## config.mk

```make
export PLATFORM = sky130hd
export DESIGN_NAME = l2_arbiter_rr
export DESIGN_NICKNAME = d
export VERILOG_FILES = /design/src/rtl/l2_arb_pkg.sv /design/src/rtl/rr_select.sv /design/src/rtl/l2_arbiter_rr.sv
export SDC_FILE = /design/constraint.sdc
export NUM_CORES = 1
export LEC_CHECK = 0
export ABC_AREA = 1
export CAP_MARGIN = 5
export CORE_AREA = 5 5 542 544
export DETAILED_ROUTE_END_ITERATION = 16
export DIE_AREA = 0 0 547 549
export PLACE_DENSITY = 0.3
export SYNTH_ARGS = -nofsm -noshare
export SYNTH_HDL_FRONTEND = slang
export SYNTH_SLANG_ARGS = --single-unit
```

## constraint.sdc

```tcl
create_clock -name clk -period 3 [get_ports clk]
set_input_delay 0.45 -clock clk [delete_from_list [all_inputs] [get_ports clk]]
set_output_delay 0.45 -clock clk [all_outputs]
set_load 0.03 [all_outputs]
```

## src/rtl/l2_arb_pkg.sv

```systemverilog
// Shared types and default sizes for the L1-to-L2 round-robin arbiter.
// Latency: n/a (declarations only).
// Backpressure: n/a (declarations only).
package l2_arb_pkg;

    // Arbiter ownership phases: waiting for a request, one transaction
    // owned by a port, and a single gap cycle after each completion.
    typedef enum logic [1:0] {
        IDLE    = 2'd0,
        ISSUE   = 2'd1,
        RECOVER = 2'd2
    } arb_state_t;

    localparam int ARB_ADDR_W = 32;
    localparam int ARB_DATA_W = 256;

endpackage : l2_arb_pkg

```

## src/rtl/rr_select.sv

```systemverilog
// Round-robin winner selection: the lowest requesting index at or after ptr_i, wrapping.
// Latency: purely combinational.
// Backpressure: none; the caller decides when the winner is consumed.
//
// Ports:
//   req_i      request vector, one bit per port
//   ptr_i      highest-priority index for this round
//   win_idx_o  winning port index (meaningful only when win_vld_o=1)
//   win_vld_o  at least one port is requesting
module rr_select #(
    parameter int NUM_PORTS = 2,
    parameter int IDX_W     = $clog2(NUM_PORTS)
) (
    input  logic [NUM_PORTS-1:0] req_i,
    input  logic [IDX_W-1:0]     ptr_i,
    output logic [IDX_W-1:0]     win_idx_o,
    output logic                 win_vld_o
);

    logic [2*NUM_PORTS-1:0] req_dbl;
    logic [NUM_PORTS-1:0]   req_rot;
    logic [IDX_W-1:0]       offset;
    logic [IDX_W:0]         sum;

    // Doubling the vector lets a single part-select rotate it so that bit 0
    // of req_rot is the port at ptr_i; wrap-around comes for free.
    assign req_dbl = {req_i, req_i};
    assign req_rot = req_dbl[ptr_i +: NUM_PORTS];

    always_comb begin
        offset = '0;
        // Scan high to low so the lowest set bit is the one that sticks.
        for (int i = NUM_PORTS - 1; i >= 0; i--) begin
            if (req_rot[i]) begin
                offset = IDX_W'(i);
            end
        end
        // Undo the rotation; the extra bit holds the carry before the modulo.
        sum = {1'b0, ptr_i} + {1'b0, offset};
        if (sum >= (IDX_W + 1)'(NUM_PORTS)) begin
            sum = sum - (IDX_W + 1)'(NUM_PORTS);
        end
    end

    assign win_idx_o = sum[IDX_W-1:0];
    assign win_vld_o = |req_i;

endmodule : rr_select

```

## src/rtl/l2_arbiter_rr.sv

```systemverilog
// N-port round-robin arbiter granting one L1 requestor at a time onto the single L2 interface.
// Latency: strobes rise one cycle after a request is seen; one gap cycle follows each L2_resp.
// Backpressure: requests are levels held until arb_resp; the granted command is held until L2_resp.
//
// Ports:
//   clk, rst_n            clock and asynchronous active-low reset
//   req_read/req_write    per-port level requests (write wins if both are set)
//   req_addr/req_wdata    packed per-port address / write line, port i at [i*W +: W]
//   arb_resp              per-port completion pulse, combinational from L2_resp
//   arb_rdata             read line passthrough from L2_rdata
//   L2_addr/L2_wdata      latched command of the current owner
//   L2_read/L2_write      L2 strobes, level, held through the transaction
//   L2_rdata/L2_resp      L2 read line and one-cycle completion
//   grant_id/busy         current owner index and transaction-in-flight flag
module l2_arbiter_rr
    import l2_arb_pkg::*;
#(
    parameter  int NUM_PORTS = 2,
    parameter  int ADDR_W    = ARB_ADDR_W,
    parameter  int DATA_W    = ARB_DATA_W,
    localparam int IDX_W     = $clog2(NUM_PORTS)
) (
    input  logic                        clk,
    input  logic                        rst_n,
    input  logic [NUM_PORTS-1:0]        req_read,
    input  logic [NUM_PORTS-1:0]        req_write,
    input  logic [NUM_PORTS*ADDR_W-1:0] req_addr,
    input  logic [NUM_PORTS*DATA_W-1:0] req_wdata,
    output logic [NUM_PORTS-1:0]        arb_resp,
    output logic [DATA_W-1:0]           arb_rdata,
    output logic [ADDR_W-1:0]           L2_addr,
    output logic [DATA_W-1:0]           L2_wdata,
    output logic                        L2_read,
    output logic                        L2_write,
    input  logic [DATA_W-1:0]           L2_rdata,
    input  logic                        L2_resp,
    output logic [IDX_W-1:0]            grant_id,
    output logic                        busy
);

    arb_state_t          state_q,  state_d;
    logic [IDX_W-1:0]    rr_ptr_q, rr_ptr_d;
    logic [IDX_W-1:0]    gnt_q,    gnt_d;
    logic [ADDR_W-1:0]   addr_q,   addr_d;
    logic [DATA_W-1:0]   wdata_q,  wdata_d;
    logic                rd_q,     rd_d;
    logic                wr_q,     wr_d;

    logic [NUM_PORTS-1:0] req_any;
    logic [IDX_W-1:0]     win_idx;
    logic                 win_vld;

    assign req_any = req_read | req_write;

    rr_select #(
        .NUM_PORTS (NUM_PORTS),
        .IDX_W     (IDX_W)
    ) u_rr_select (
        .req_i     (req_any),
        .ptr_i     (rr_ptr_q),
        .win_idx_o (win_idx),
        .win_vld_o (win_vld)
    );

    always_comb begin
        state_d  = state_q;
        rr_ptr_d = rr_ptr_q;
        gnt_d    = gnt_q;
        addr_d   = addr_q;
        wdata_d  = wdata_q;
        rd_d     = rd_q;
        wr_d     = wr_q;

        case (state_q)
            IDLE: begin
                if (win_vld) begin
                    state_d = ISSUE;
                    gnt_d   = win_idx;
                    // Constant-index mux keeps the per-port slices static.
                    for (int i = 0; i < NUM_PORTS; i++) begin
                        if (win_idx == IDX_W'(i)) begin
                            addr_d  = req_addr[i*ADDR_W +: ADDR_W];
                            wdata_d = req_wdata[i*DATA_W +: DATA_W];
                            // A port asking for both gets a write; its read is dropped.
                            wr_d    = req_write[i];
                            rd_d    = req_read[i] & ~req_write[i];
                        end
                    end
                end
            end

            ISSUE: begin
                if (L2_resp) begin
                    state_d  = RECOVER;
                    rd_d     = 1'b0;
                    wr_d     = 1'b0;
                    rr_ptr_d = (gnt_q == IDX_W'(NUM_PORTS - 1)) ? '0 : gnt_q + IDX_W'(1);
                end
            end

            // Gap cycle: the served port gets an edge to drop its request
            // before the next arbitration can see it.
            RECOVER: begin
                state_d = IDLE;
            end

            default: begin
                state_d = IDLE;
            end
        endcase
    end

    always_ff @(posedge clk or negedge rst_n) begin
        if (!rst_n) begin
            state_q  <= IDLE;
            rr_ptr_q <= '0;
            gnt_q    <= '0;
            addr_q   <= '0;
            wdata_q  <= '0;
            rd_q     <= 1'b0;
            wr_q     <= 1'b0;
        end else begin
            state_q  <= state_d;
            rr_ptr_q <= rr_ptr_d;
            gnt_q    <= gnt_d;
            addr_q   <= addr_d;
            wdata_q  <= wdata_d;
            rd_q     <= rd_d;
            wr_q     <= wr_d;
        end
    end

    // Completion is steered to the owner in the same cycle L2 reports it;
    // responses outside ISSUE are not ours and are swallowed.
    always_comb begin
        arb_resp = '0;
        if (state_q == ISSUE && L2_resp) begin
            arb_resp[gnt_q] = 1'b1;
        end
    end

    assign arb_rdata = L2_rdata;
    assign L2_addr   = addr_q;
    assign L2_wdata  = wdata_q;
    assign L2_read   = rd_q;
    assign L2_write  = wr_q;
    assign grant_id  = gnt_q;
    assign busy      = (state_q != IDLE);

`ifndef SYNTHESIS
    a_strobe_excl: assert property (@(posedge clk) disable iff (!rst_n)
        !(L2_read && L2_write));
    a_resp_onehot: assert property (@(posedge clk) disable iff (!rst_n)
        $onehot0(arb_resp));
    a_resp_issue: assert property (@(posedge clk) disable iff (!rst_n)
        (arb_resp != '0) |-> (state_q == ISSUE));
`endif

endmodule : l2_arbiter_rr
```

==> impl_metrics.tcl, run 1 <==
set metrics [dict create \
    overflow 0 \
    crit_end "arb_resp[1]" \
    hp-class "in -> async" \
    fill_cells 33805 \
    worst_pin_slew_ps 890 \
    die_y_um 549 \
    post-route-min-period_ps 2710 \
    yosysMostFrequentCell "nand2_1" \
    fp.coreArea_um2 289000 \
    crit_path_cell_trace "inv_1, nand2_1, nor2_1, inv_1, nor2_1, clkdlybuf4s50_1" \
    yosys_warnings 0 \
    max_stage_delay_ps 690 \
    synth_top_cell_area_share_pct 39.8 \
    cts_buffers 47 \
    grt_max_degree 72 \
    cp-start-kind "flip-flop" \
    drtIter0Drc 877 \
    port_buffers 876 \
    vias 20065 \
    post_drt_wl_per_cell_um 22.7 \
    nets 4213 \
    crit_arrival_ps 2260 \
    hold_slack_ps 337 \
    setup_viol 0 \
    cp_max_fo 3 \
    antenna_found_initial 132 \
    routed_via_density 2.78 \
    dp_hpwl_um 140000 \
    cp.required_ps 2550 \
    crit_start "state_q[1]" \
    globalplace.congestion 0.801 \
    synthCells 2764 \
    insertion_delay_ps 660 \
    cts_root_buffer "clkbuf_16" \
    postSynthAreaPerCell_um2 6.69 \
    powerDensity_nw_per_um2 1020 \
    worst_setup_path_end_kind "output pin" \
    dr.pass1.iters 4 \
    post-route-period-util_pct 90.4 \
    reg2reg_to "L2_wdata[59]" \
    rsz0062_at_grt "false" \
    finalHoldViolCount 0 \
    p_leak_nw 15.2 \
    synth_area_leader_cell "dfrtp_1" \
    critPathSlowestCell "clkdlybuf4s50_1" \
    grt.total_usage_pct 10.5 \
    r2r-start "state_q[0]" \
    synth_edf_count 0 \
    yosysUniqueCellTypes 17 \
    synth_nets 3603 \
    drcViolationCount 0 \
    holdBufCountCts 1 \
    grt_pass1_vias 21023 \
    ys_seq_area_share_pct 39.8 \
    cts_tree "done" \
    reg2reg_slack_ps 710 \
    maxSlewHeadroom_pct 40.6 \
    fp.dieW_um 547 \
    drive_above_1_share_pct 5.49 \
    max_clock_freq_mhz 369 \
    drt-total-wl_um 164000 \
    finalPower_mw 32.7 \
    synth_commonest_cells "nand2_1, inv_1, nand3_1, dfrtp_1, buf_4" \
    grt_pass1_wl_um 213000 \
    ys.flop_type "dfrtp_1" \
    cts_resized 0 \
    synth_area_leaders "dfrtp_1, nand2_1, nand3_1" \
    ioPinCount 1389 \
    ir_drop_mv 0.369 \
    clockBufferDepth 3 \
    crit_type "reg -> out" \
    clock_sinks 294 \
    row_count 198 \
    worst_clock_skew_ps 24.5 \
    synth-seq-cells 294 \
    r2r_cells 5 \
    synth_area_um2 18500 \
    tns_ps 0 \
    path_clk_slew_ps 50 \
    cts-htree-levels 2 \
    initial_utilization_pct 6.40 \
    finalWorstSetupSlack_ps 288 \
    final-max-slew-violation-count 0 \
    cts_setup_buffers 0 \
    async_flop_share_pct 100 \
    area_delta_synth_final_pct 73.9 \
    die_area_um2 300000 \
    antenna_left 0 \
    status "finished clean" \
    cap_violations 0 \
    dp_slack_ps 313 \
]
layer usage:
layer | up-vias | track usage [%] | wire (um)
li1 | 9200 | - | -
met1 | 9291 | 12.6 | 67900
met2 | 997 | 16.4 | 70500
met3 | 487 | 4.54 | 16400
met4 | 90 | 4.46 | 8440
met5 | - | 0 | 592
worst min path at each step:
stage / cells after the start / end / from
detailed placement: 1 / L2_wdata[188] / rst_n
finish: 2 / L2_wdata[188] / rst_n
global placement: 1 / L2_wdata[188] / rst_n
global route: 2 / L2_wdata[188] / rst_n
CTS: 2 / L2_wdata[188] / rst_n
floorplan: 0 / L2_addr[0] / rst_n
layout make-up:
cell class	count	area [um2]	share of cell area (%)
sequential	294	7360	22.9
clock inverter	20	295	0.918
timing repair buffer	976	9870	30.7
antenna	15	37.5	0.117
clock buffer	64	1350	4.21
tap	3800	4750	14.8
multi-input combinational	1470	6290	19.6
inverter	585	2200	6.85
cell families (layout without fill, tap and decap cells):
family | after synthesis | after routing | synth area share (%)
other cells | 0 | 15 | 0
flops | 294 | 294 | 39.8
buf+inv | 1000 | 1645 | 26.3
compound gates | 5 | 5 | 0.196
simple gates | 1465 | 1465 | 33.7
registers in the layout, summed over array words and instances (netlist names):
register and flops:
L2_wdata 256, L2_write 1, L2_read 1, rr_ptr_q 1, L2_addr 32, grant_id 1
state_q 2
power breakdown:
group | internal (mW) | switching [mW]
Clock | 3.74 | 2.37
Combinational | 6.63 | 12.4
Sequential | 6.04 | 1.49
worst max-delay path: cells and delay by family (launching register included):
kind / cells / cell delay [ps]
buf+inv: 3 / 840
flops: 1 / 370
simple gates: 3 / 380
per-stage QoR:
stage	util (%)	cell area, um2	instances
after floorplan	-	18500	2764
after global placement	10.5	30500	7124
after detailed placement	10.5	30500	7124
after CTS	11.1	32100	7209
after global routing	11.1	32100	7211
final	11.1	32200	7224
layout by cell type, fill, tap and decap left out, drive strengths merged:
cell type,netlist,final
nand3,579,579
clkinvlp,0,5
nor2,6,6
clkdlybuf4s50,0,871
bufinv,0,7
inv,585,585
dlygate4sd3,0,1
nand2,879,879
dfrtp,294,294
clkbuf,49,64
clkinv,0,8
buf,366,104
a21oi,2,2
diode,0,15
o21ai,3,3
or2,1,1
(Power assumes the default switching activity.)
==> run 2: changes to the inputs <==
Settings changed: CAP_MARGIN 5 to 20, HOLD_SLACK_MARGIN set to 0.12.
==> results of run 2 <==
The final DEF is identical to that of run 1; final timing and power are the same.
